[src/rtl/alu_mc_pkg.sv]
// alu_mc_pkg: shared types for the multi-cycle ALU.
//   alu_op_e    - opcode encoding carried on the op port
//   alu_state_e - control FSM states (IDLE, MUL, HOLD)
//   clog2_min1  - counter width helper that never returns 0
package alu_mc_pkg;

    typedef enum logic [1:0] {
        ALU_NOP = 2'b00,
        ALU_ADD = 2'b01,
        ALU_SUB = 2'b10,
        ALU_MUL = 2'b11
    } alu_op_e;

    typedef enum logic [1:0] {
        ST_IDLE = 2'd0,
        ST_MUL  = 2'd1,
        ST_HOLD = 2'd2
    } alu_state_e;

    function automatic int unsigned clog2_min1(input int unsigned n);
        return (n > 1) ? $clog2(n) : 1;
    endfunction

endpackage

[src/rtl/alu_mc_mul_step.sv]
// alu_mc_mul_step: one iteration of the chunked multiplier.
//   a        - full-width multiplicand
//   b_chunk  - MUL_W-bit slice of the multiplier for this step
//   step     - chunk index, sets the shift of the partial product
//   acc      - running accumulator
//   acc_next - acc + (a * b_chunk) << (step*MUL_W), truncated to WIDTH
// Purely combinational so the WIDTH x MUL_W product maps onto a single
// DSP-sized multiplier.
module alu_mc_mul_step #(
    parameter int unsigned WIDTH  = 32,
    parameter int unsigned MUL_W  = 16,
    parameter int unsigned STEP_W = 1
) (
    input  logic [WIDTH-1:0]  a,
    input  logic [MUL_W-1:0]  b_chunk,
    input  logic [STEP_W-1:0] step,
    input  logic [WIDTH-1:0]  acc,
    output logic [WIDTH-1:0]  acc_next
);

    localparam int unsigned SH_W = $clog2(WIDTH) + 1;

    logic [WIDTH-1:0] b_ext;
    logic [WIDTH-1:0] prod;
    logic [SH_W-1:0]  shamt;

    // Only the low WIDTH bits of the product can survive the truncating
    // shift-accumulate, so the product is kept at WIDTH bits.
    assign b_ext    = WIDTH'(b_chunk);
    assign prod     = a * b_ext;
    assign shamt    = SH_W'(step) * SH_W'(MUL_W);
    assign acc_next = acc + (prod << shamt);

endmodule

[src/rtl/alu_mc.sv]
// alu_mc: parametrised multi-cycle integer ALU (ADD, SUB, NOP, iterative MUL)
// with valid/ready handshakes on operand and result sides.
//   clk, rst (async active-low), clr (sync active-high clear)
//   in_valid/in_ready, op, key_in, in_a, in_b   - operand beat
//   out_valid/out_ready, out, key_out           - result beat
//   flag_zero, flag_carry, flag_err             - result flags
// ADD/SUB/NOP complete with latency 1; MUL takes WIDTH/MUL_W cycles.
module alu_mc
    import alu_mc_pkg::*;
#(
    parameter int unsigned WIDTH   = 32,
    parameter int unsigned KEY_W   = 8,
    parameter int unsigned MUL_W   = 16,
    parameter bit          HAS_ADD = 1'b1,
    parameter bit          HAS_MUL = 1'b1
) (
    input  logic             clk,
    input  logic             rst,
    input  logic             clr,
    input  logic             in_valid,
    output logic             in_ready,
    input  logic [1:0]       op,
    input  logic [KEY_W-1:0] key_in,
    input  logic [WIDTH-1:0] in_a,
    input  logic [WIDTH-1:0] in_b,
    output logic             out_valid,
    input  logic             out_ready,
    output logic [WIDTH-1:0] out,
    output logic [KEY_W-1:0] key_out,
    output logic             flag_zero,
    output logic             flag_carry,
    output logic             flag_err
);

    localparam int unsigned N      = WIDTH / MUL_W;
    localparam int unsigned STEP_W = clog2_min1(N);

    if (!HAS_ADD && !HAS_MUL) begin : g_cfg_no_ops
        $error("alu_mc: HAS_ADD and HAS_MUL cannot both be 0");
    end
    if ((WIDTH % MUL_W) != 0) begin : g_cfg_width
        $error("alu_mc: WIDTH must be a multiple of MUL_W");
    end

    alu_state_e       state_q, state_d;
    alu_op_e          op_e;

    logic             valid_d;
    logic [WIDTH-1:0] out_d;
    logic [KEY_W-1:0] key_d;
    logic             zero_d, carry_d, err_d;

    logic [WIDTH-1:0]  acc_q, acc_d;
    logic [STEP_W-1:0] step_q, step_d;
    logic [WIDTH-1:0]  mul_a_q, mul_a_d;
    logic [WIDTH-1:0]  mul_b_q, mul_b_d;
    logic [KEY_W-1:0]  mul_key_q, mul_key_d;
    logic [MUL_W-1:0]  mul_chunk;
    logic [WIDTH-1:0]  acc_next;

    logic             in_fire, out_fire;
    logic [WIDTH:0]   add_sum;
    logic [WIDTH-1:0] sub_diff;
    logic             sub_borrow;

    logic             op_ok;
    logic [WIDTH-1:0] res;
    logic             res_carry;

    assign op_e = alu_op_e'(op);

    // Operands are also accepted from HOLD on the cycle the held result
    // drains, which gives back-to-back single-cycle ops full throughput.
    assign in_ready = (state_q != ST_MUL) && (!out_valid || out_ready);
    assign in_fire  = in_valid && in_ready;
    assign out_fire = out_valid && out_ready;

    assign add_sum    = {1'b0, in_a} + {1'b0, in_b};
    assign sub_diff   = in_a - in_b;
    assign sub_borrow = in_a < in_b;

    assign mul_chunk = mul_b_q[step_q*MUL_W +: MUL_W];

    alu_mc_mul_step #(
        .WIDTH  (WIDTH),
        .MUL_W  (MUL_W),
        .STEP_W (STEP_W)
    ) u_mul_step (
        .a        (mul_a_q),
        .b_chunk  (mul_chunk),
        .step     (step_q),
        .acc      (acc_q),
        .acc_next (acc_next)
    );

    // Single-cycle result for the incoming op; a disabled op yields 0.
    always_comb begin
        op_ok     = 1'b1;
        res       = '0;
        res_carry = 1'b0;
        case (op_e)
            ALU_NOP: res = in_a;
            ALU_ADD: begin
                if (HAS_ADD) begin
                    res       = add_sum[WIDTH-1:0];
                    res_carry = add_sum[WIDTH];
                end else begin
                    op_ok = 1'b0;
                end
            end
            ALU_SUB: begin
                if (HAS_ADD) begin
                    res       = sub_diff;
                    res_carry = sub_borrow;
                end else begin
                    op_ok = 1'b0;
                end
            end
            ALU_MUL: op_ok = HAS_MUL;
            default: op_ok = 1'b0;
        endcase
    end

    always_comb begin
        state_d   = state_q;
        valid_d   = out_valid;
        out_d     = out;
        key_d     = key_out;
        zero_d    = flag_zero;
        carry_d   = flag_carry;
        err_d     = flag_err;
        acc_d     = acc_q;
        step_d    = step_q;
        mul_a_d   = mul_a_q;
        mul_b_d   = mul_b_q;
        mul_key_d = mul_key_q;

        if (state_q == ST_MUL) begin
            acc_d  = acc_next;
            step_d = step_q + 1'b1;
            if (step_q == STEP_W'(N - 1)) begin
                out_d   = acc_next;
                key_d   = mul_key_q;
                zero_d  = (acc_next == '0);
                carry_d = 1'b0;
                err_d   = 1'b0;
                valid_d = 1'b1;
                step_d  = '0;
                state_d = ST_HOLD;
            end
        end else begin
            if (out_fire) begin
                valid_d = 1'b0;
                state_d = ST_IDLE;
            end
            if (in_fire) begin
                if (op_e == ALU_MUL && op_ok) begin
                    mul_a_d   = in_a;
                    mul_b_d   = in_b;
                    mul_key_d = key_in;
                    acc_d     = '0;
                    step_d    = '0;
                    valid_d   = 1'b0;
                    state_d   = ST_MUL;
                end else begin
                    out_d   = res;
                    key_d   = key_in;
                    zero_d  = (res == '0);
                    carry_d = res_carry;
                    err_d   = !op_ok;
                    valid_d = 1'b1;
                    state_d = ST_HOLD;
                end
            end
        end
    end

    always_ff @(posedge clk or negedge rst) begin
        if (!rst) begin
            state_q    <= ST_IDLE;
            out_valid  <= 1'b0;
            out        <= '0;
            key_out    <= '0;
            flag_zero  <= 1'b0;
            flag_carry <= 1'b0;
            flag_err   <= 1'b0;
            acc_q      <= '0;
            step_q     <= '0;
            mul_a_q    <= '0;
            mul_b_q    <= '0;
            mul_key_q  <= '0;
        end else if (clr) begin
            state_q    <= ST_IDLE;
            out_valid  <= 1'b0;
            out        <= '0;
            key_out    <= '0;
            flag_zero  <= 1'b0;
            flag_carry <= 1'b0;
            flag_err   <= 1'b0;
            acc_q      <= '0;
            step_q     <= '0;
            mul_a_q    <= '0;
            mul_b_q    <= '0;
            mul_key_q  <= '0;
        end else begin
            state_q    <= state_d;
            out_valid  <= valid_d;
            out        <= out_d;
            key_out    <= key_d;
            flag_zero  <= zero_d;
            flag_carry <= carry_d;
            flag_err   <= err_d;
            acc_q      <= acc_d;
            step_q     <= step_d;
            mul_a_q    <= mul_a_d;
            mul_b_q    <= mul_b_d;
            mul_key_q  <= mul_key_d;
        end
    end

endmodule
[config.mk]
export PLATFORM = sky130hd
export DESIGN_NAME = alu_mc
export DESIGN_NICKNAME = d
export VERILOG_FILES = /design/src/rtl/alu_mc_pkg.sv /design/src/rtl/alu_mc_mul_step.sv /design/src/rtl/alu_mc.sv
export SDC_FILE = /design/constraint.sdc
export NUM_CORES = 1
export LEC_CHECK = 0
export BUFFER_PORTS_ARGS = -buffer_cell sky130_fd_sc_hd__buf_2
export CORE_ASPECT_RATIO = 0.6
export CORE_MARGIN = 5
export CORE_UTILIZATION = 50
export DETAILED_ROUTE_END_ITERATION = 7
export PLACE_DENSITY_LB_ADDON = 0.2
export SETUP_SLACK_MARGIN = 0.15
export SLEW_MARGIN = 10
export SYNTH_ARGS = -nofsm -noshare
export SYNTH_HDL_FRONTEND = slang
export SYNTH_HIERARCHICAL = 1
export SYNTH_SLANG_ARGS = --single-unit
[constraint.sdc]
create_clock -name clk -period 10.9 [get_ports clk]
set_input_delay 0 -clock clk [delete_from_list [all_inputs] [get_ports clk]]
set_output_delay 0 -clock clk [all_outputs]
set_load 0.03 [all_outputs]
==> results.cfg <==
[power_and_ir_drop]
vdd_ir_drop_max_v = 0.000135
p_per_area_mw_per_mm2 = 69.2
cellLeakagePower_nw = 13.0

[final_layout]
layout.nets = 3700
multi_input_comb_area_mm2 = 0.0187
fillers = 4353
syn_to_final_growth_pct = 15.4
instances_no_fill = 3803
regArea_mm2 = 0.00373
drive_gt1_share_pct = 13.3

[setup_path]
critPathLaunchType = register
critPathRequiredTime_ns = 11.28
cp_max_fo = 8
crit_slowest_cell = fa_1
crit_path_frequent_cell = fa_1
endpoint_kind = register
path_class = reg -> reg
arrival_ns = 11.08
max_stage_delay_ns = 0.53

[route]
wirelength_um = 85100
dr.first_iter.drc_count = 2366
drcViolationCount = 0
vias_per_cell = 5.94
drtAntennaViolNets = 0
dr_total_vias = 22600
routedWlPerCell_um = 22.4
dr.pass1.iters = 8

[grt]
grt_pass1_vias = 22500
grt_pass1_wl_um = 131000
grt-ovfl-total = 0
grt_max_degree = 80
antenna_found_initial = 1
track_usage_pct = 31.6

[clock_network]
cts_buffers = 17
clk_path_buf_depth = 2
htreeDepth = 4
clock_sinks = 149
cts_tree = yes
cts_root_buffer = clkbuf_16
path_clk_slew_ns = 0.07
clock_latency_ns = 0.45

[synthesis]
synth_edf_count = 0
synthXorXnorAreaFrac_pct = 3.88
synth_top_family_by_area = adder cells
synth_fp_nets = 3506
synth_top_area_share_pct = 25.4
ys.warnings.count = 6
avgSynthCellArea_um2 = 8.18
synth.distinct_cells = 95
synth-adder-area-share_pct = 34.0
syn_area_mm2 = 0.0242
synth-simple-area-share_pct = 19.1
synth_mux_area_share_pct = 1.18
yosys-top-cells-area = fa_1 (25%), dfrtp_1 (15%), ha_1 (8.6%)
synthCells = 2954
yosysSeqAreaShare_pct = 15.4
ys_seq_elements = 149
synth_ff_type = dfrtp_1
async_reset_ff_share_pct = 100
synth_compound_area_share_pct = 17.2
yosysTopAreaCell = fa_1

[timing]
worst_hold_slack_ns = 0.0425
fin_tns_setup_ns = 0
setup_violations = 0
final.setup.worst_slack_ns = 0.206
worst_pin_slew_ns = 1.38
timing.final.crit_share_pct = 98.1
slew_violations = 0
grt_setup_unrepaired = yes
period_needed_ns = 10.69
final_hold_viol_count = 0
fmax_ghz = 0.0935
slew-limit-headroom_pct = 7.91
skew_ns = 0.0117

[placement]
place_hpwl_um = 66400
place_ws_ns = -0.167
placed_cells = 3655
portBuffers = 122
place_congestion = 0.984

[run]
maxCapViolations = 0

[hold_path]
worst_hold_path_type = in -> reg

[die]
io_pins = 124
die_h_um = 180
rows = 62
fp.coreArea_mm2 = 0.0478
fp.dieW_um = 294
start_util_pct = 50.5
die_area_mm2 = 0.0529

[outcome]
status = finished clean
## Yosys cell counts, types with 12 or more instances
cell type and instances:
o211ai_1 16, and3_1 20, a31oi_1 23, inv_1 422, xor2_1 22, a22o_1 34, clkbuf_1 146, a311oi_1 29
nor4_1 21, dfrtp_1 149, ha_1 166, nand2_1 537, fa_1 307, xnor2_1 85, nand2b_1 24, nor3_1 36
mux2_2 19, nand3_1 30, a21o_1 44, nand4_1 12, o21ai_0 74, o21bai_1 16, o31ai_1 13, nor2b_1 19
nor2_1 131, and2_1 144, a21oi_1 189, a211oi_1 21
## worst max-delay path: cells and delay by family, from the launching register on
| family | cells | cell delay [ns] |
|---|---|---|
| mux | 1 | 0.31 |
| compound gates | 9 | 1.41 |
| simple gates | 15 | 3.32 |
| fa+ha+maj | 8 | 3.60 |
| flops | 1 | 0.48 |
| buf+inv | 10 | 1.15 |
| xor+xnor | 2 | 0.34 |
## power breakdown
group          internal [mW]  switching, mW
Clock                  0.304          0.281
Sequential             0.581         0.0323
Combinational          0.247          0.483
Total                   1.13          0.796
## through the flow
| stage | util (%) | power [mW] | area (um2) |
|---|---|---|---|
| floorplan | - | 1.03 | 24200 |
| global route | 58.3 | 2.01 | 27900 |
| finish | 58.3 | 1.93 | 27900 |
| global placement | 53.9 | 1.27 | 25700 |
| detailed placement | 53.9 | 1.28 | 25700 |
| CTS | 57.5 | 1.89 | 27500 |
## state kept, by name, indices dropped and copies added, names as in the netlist
signal and count:
flag_carry 1, out 32, acc_q 32, state_q 2
mul_a_q 32, mul_key_q 8, flag_zero 1, step_q 1
mul_b_q 32, key_out 8
## layout make-up
cell class                      count  area share [%]
Clock buffer                       18            1.58
Multi-Input combinational cell   2219            67.0
Inverter                          424            5.71
Timing Repair Buffer              337            8.96
Clock inverter                     14           0.440
Tap cell                          640            2.87
Sequential cell                   149            13.4
Antenna cell                        2          0.0180
## routing by layer
| layer | vias up | routed length [um] | global-route usage [%] |
|---|---|---|---|
| li1 | 10100 | - | - |
| met1 | 11300 | 37500 | 47.0 |
| met2 | 1103 | 35300 | 45.5 |
| met3 | 162 | 10000 | 9.63 |
| met4 | 0 | 2260 | 7.15 |
| met5 | - | 0 | 0 |
## worst paths after layout
kind / startpoint / endpoint / slack, ns / cells after the start
worst max-delay path: step_q / flag_zero / 0.21 / 45
min in group asynchronous: rst / mul_key_q[4] / 0.17 / 2
max in group asynchronous: rst / step_q / 9.17 / 3
worst max register to register: step_q / flag_zero / 0.21 / 45
worst min register to register: flag_carry / flag_carry / 0.51 / 1
worst min-delay path: op[1] / flag_carry / 0.04 / 4
## layout by cell type, fill, tap and decap left out, types with 11 or more instances in the layout
| cell | count |
|---|---|
| a211oi_1 | 20 |
| a21o_1 | 44 |
| a21oi_1 | 179 |
| a21oi_2 | 11 |
| a22o_1 | 34 |
| a311oi_1 | 28 |
| a31oi_1 | 21 |
| and2_1 | 138 |
| and3_1 | 17 |
| buf_2 | 120 |
| buf_4 | 128 |
| clkbuf_16 | 17 |
| dfrtp_1 | 148 |
| dlygate4sd3_1 | 77 |
| fa_1 | 303 |
| ha_1 | 155 |
| inv_1 | 416 |
| mux2_4 | 16 |
| nand2_1 | 537 |
| nand2b_1 | 24 |
| nand3_1 | 29 |
| nand4_1 | 12 |
| nor2_1 | 127 |
| nor2b_1 | 17 |
| nor3_1 | 34 |
| nor4_1 | 18 |
| o211ai_1 | 16 |
| o21ai_0 | 67 |
| o21ai_1 | 17 |
| o21bai_1 | 16 |
| o31ai_1 | 13 |
| xnor2_1 | 81 |
| xor2_1 | 21 |
## logic make-up after synthesis
kind of cell / Yosys count
AOI/OAI and AO/OA: 602
xor gates and xnor gates: 107
adders and majority gates: 473
buffers and inverters: 587
DFF: 149
muxes: 26
other: 1
and+or+nand+nor: 1009
## timing repair
| item | CTS | global route |
|---|---|---|
| setup buffers | 23 | 12 |
| endpoints found under the hold margin | 162 | 0 |
| gates cloned | 1 | 0 |
| hold buffers | 77 | 0 |
| gates resized for setup | 38 | 68 |
| pin swaps | 18 | 59 |
| endpoints found under the setup margin | 1 | 1 |
(Power assumes the default switching activity.)
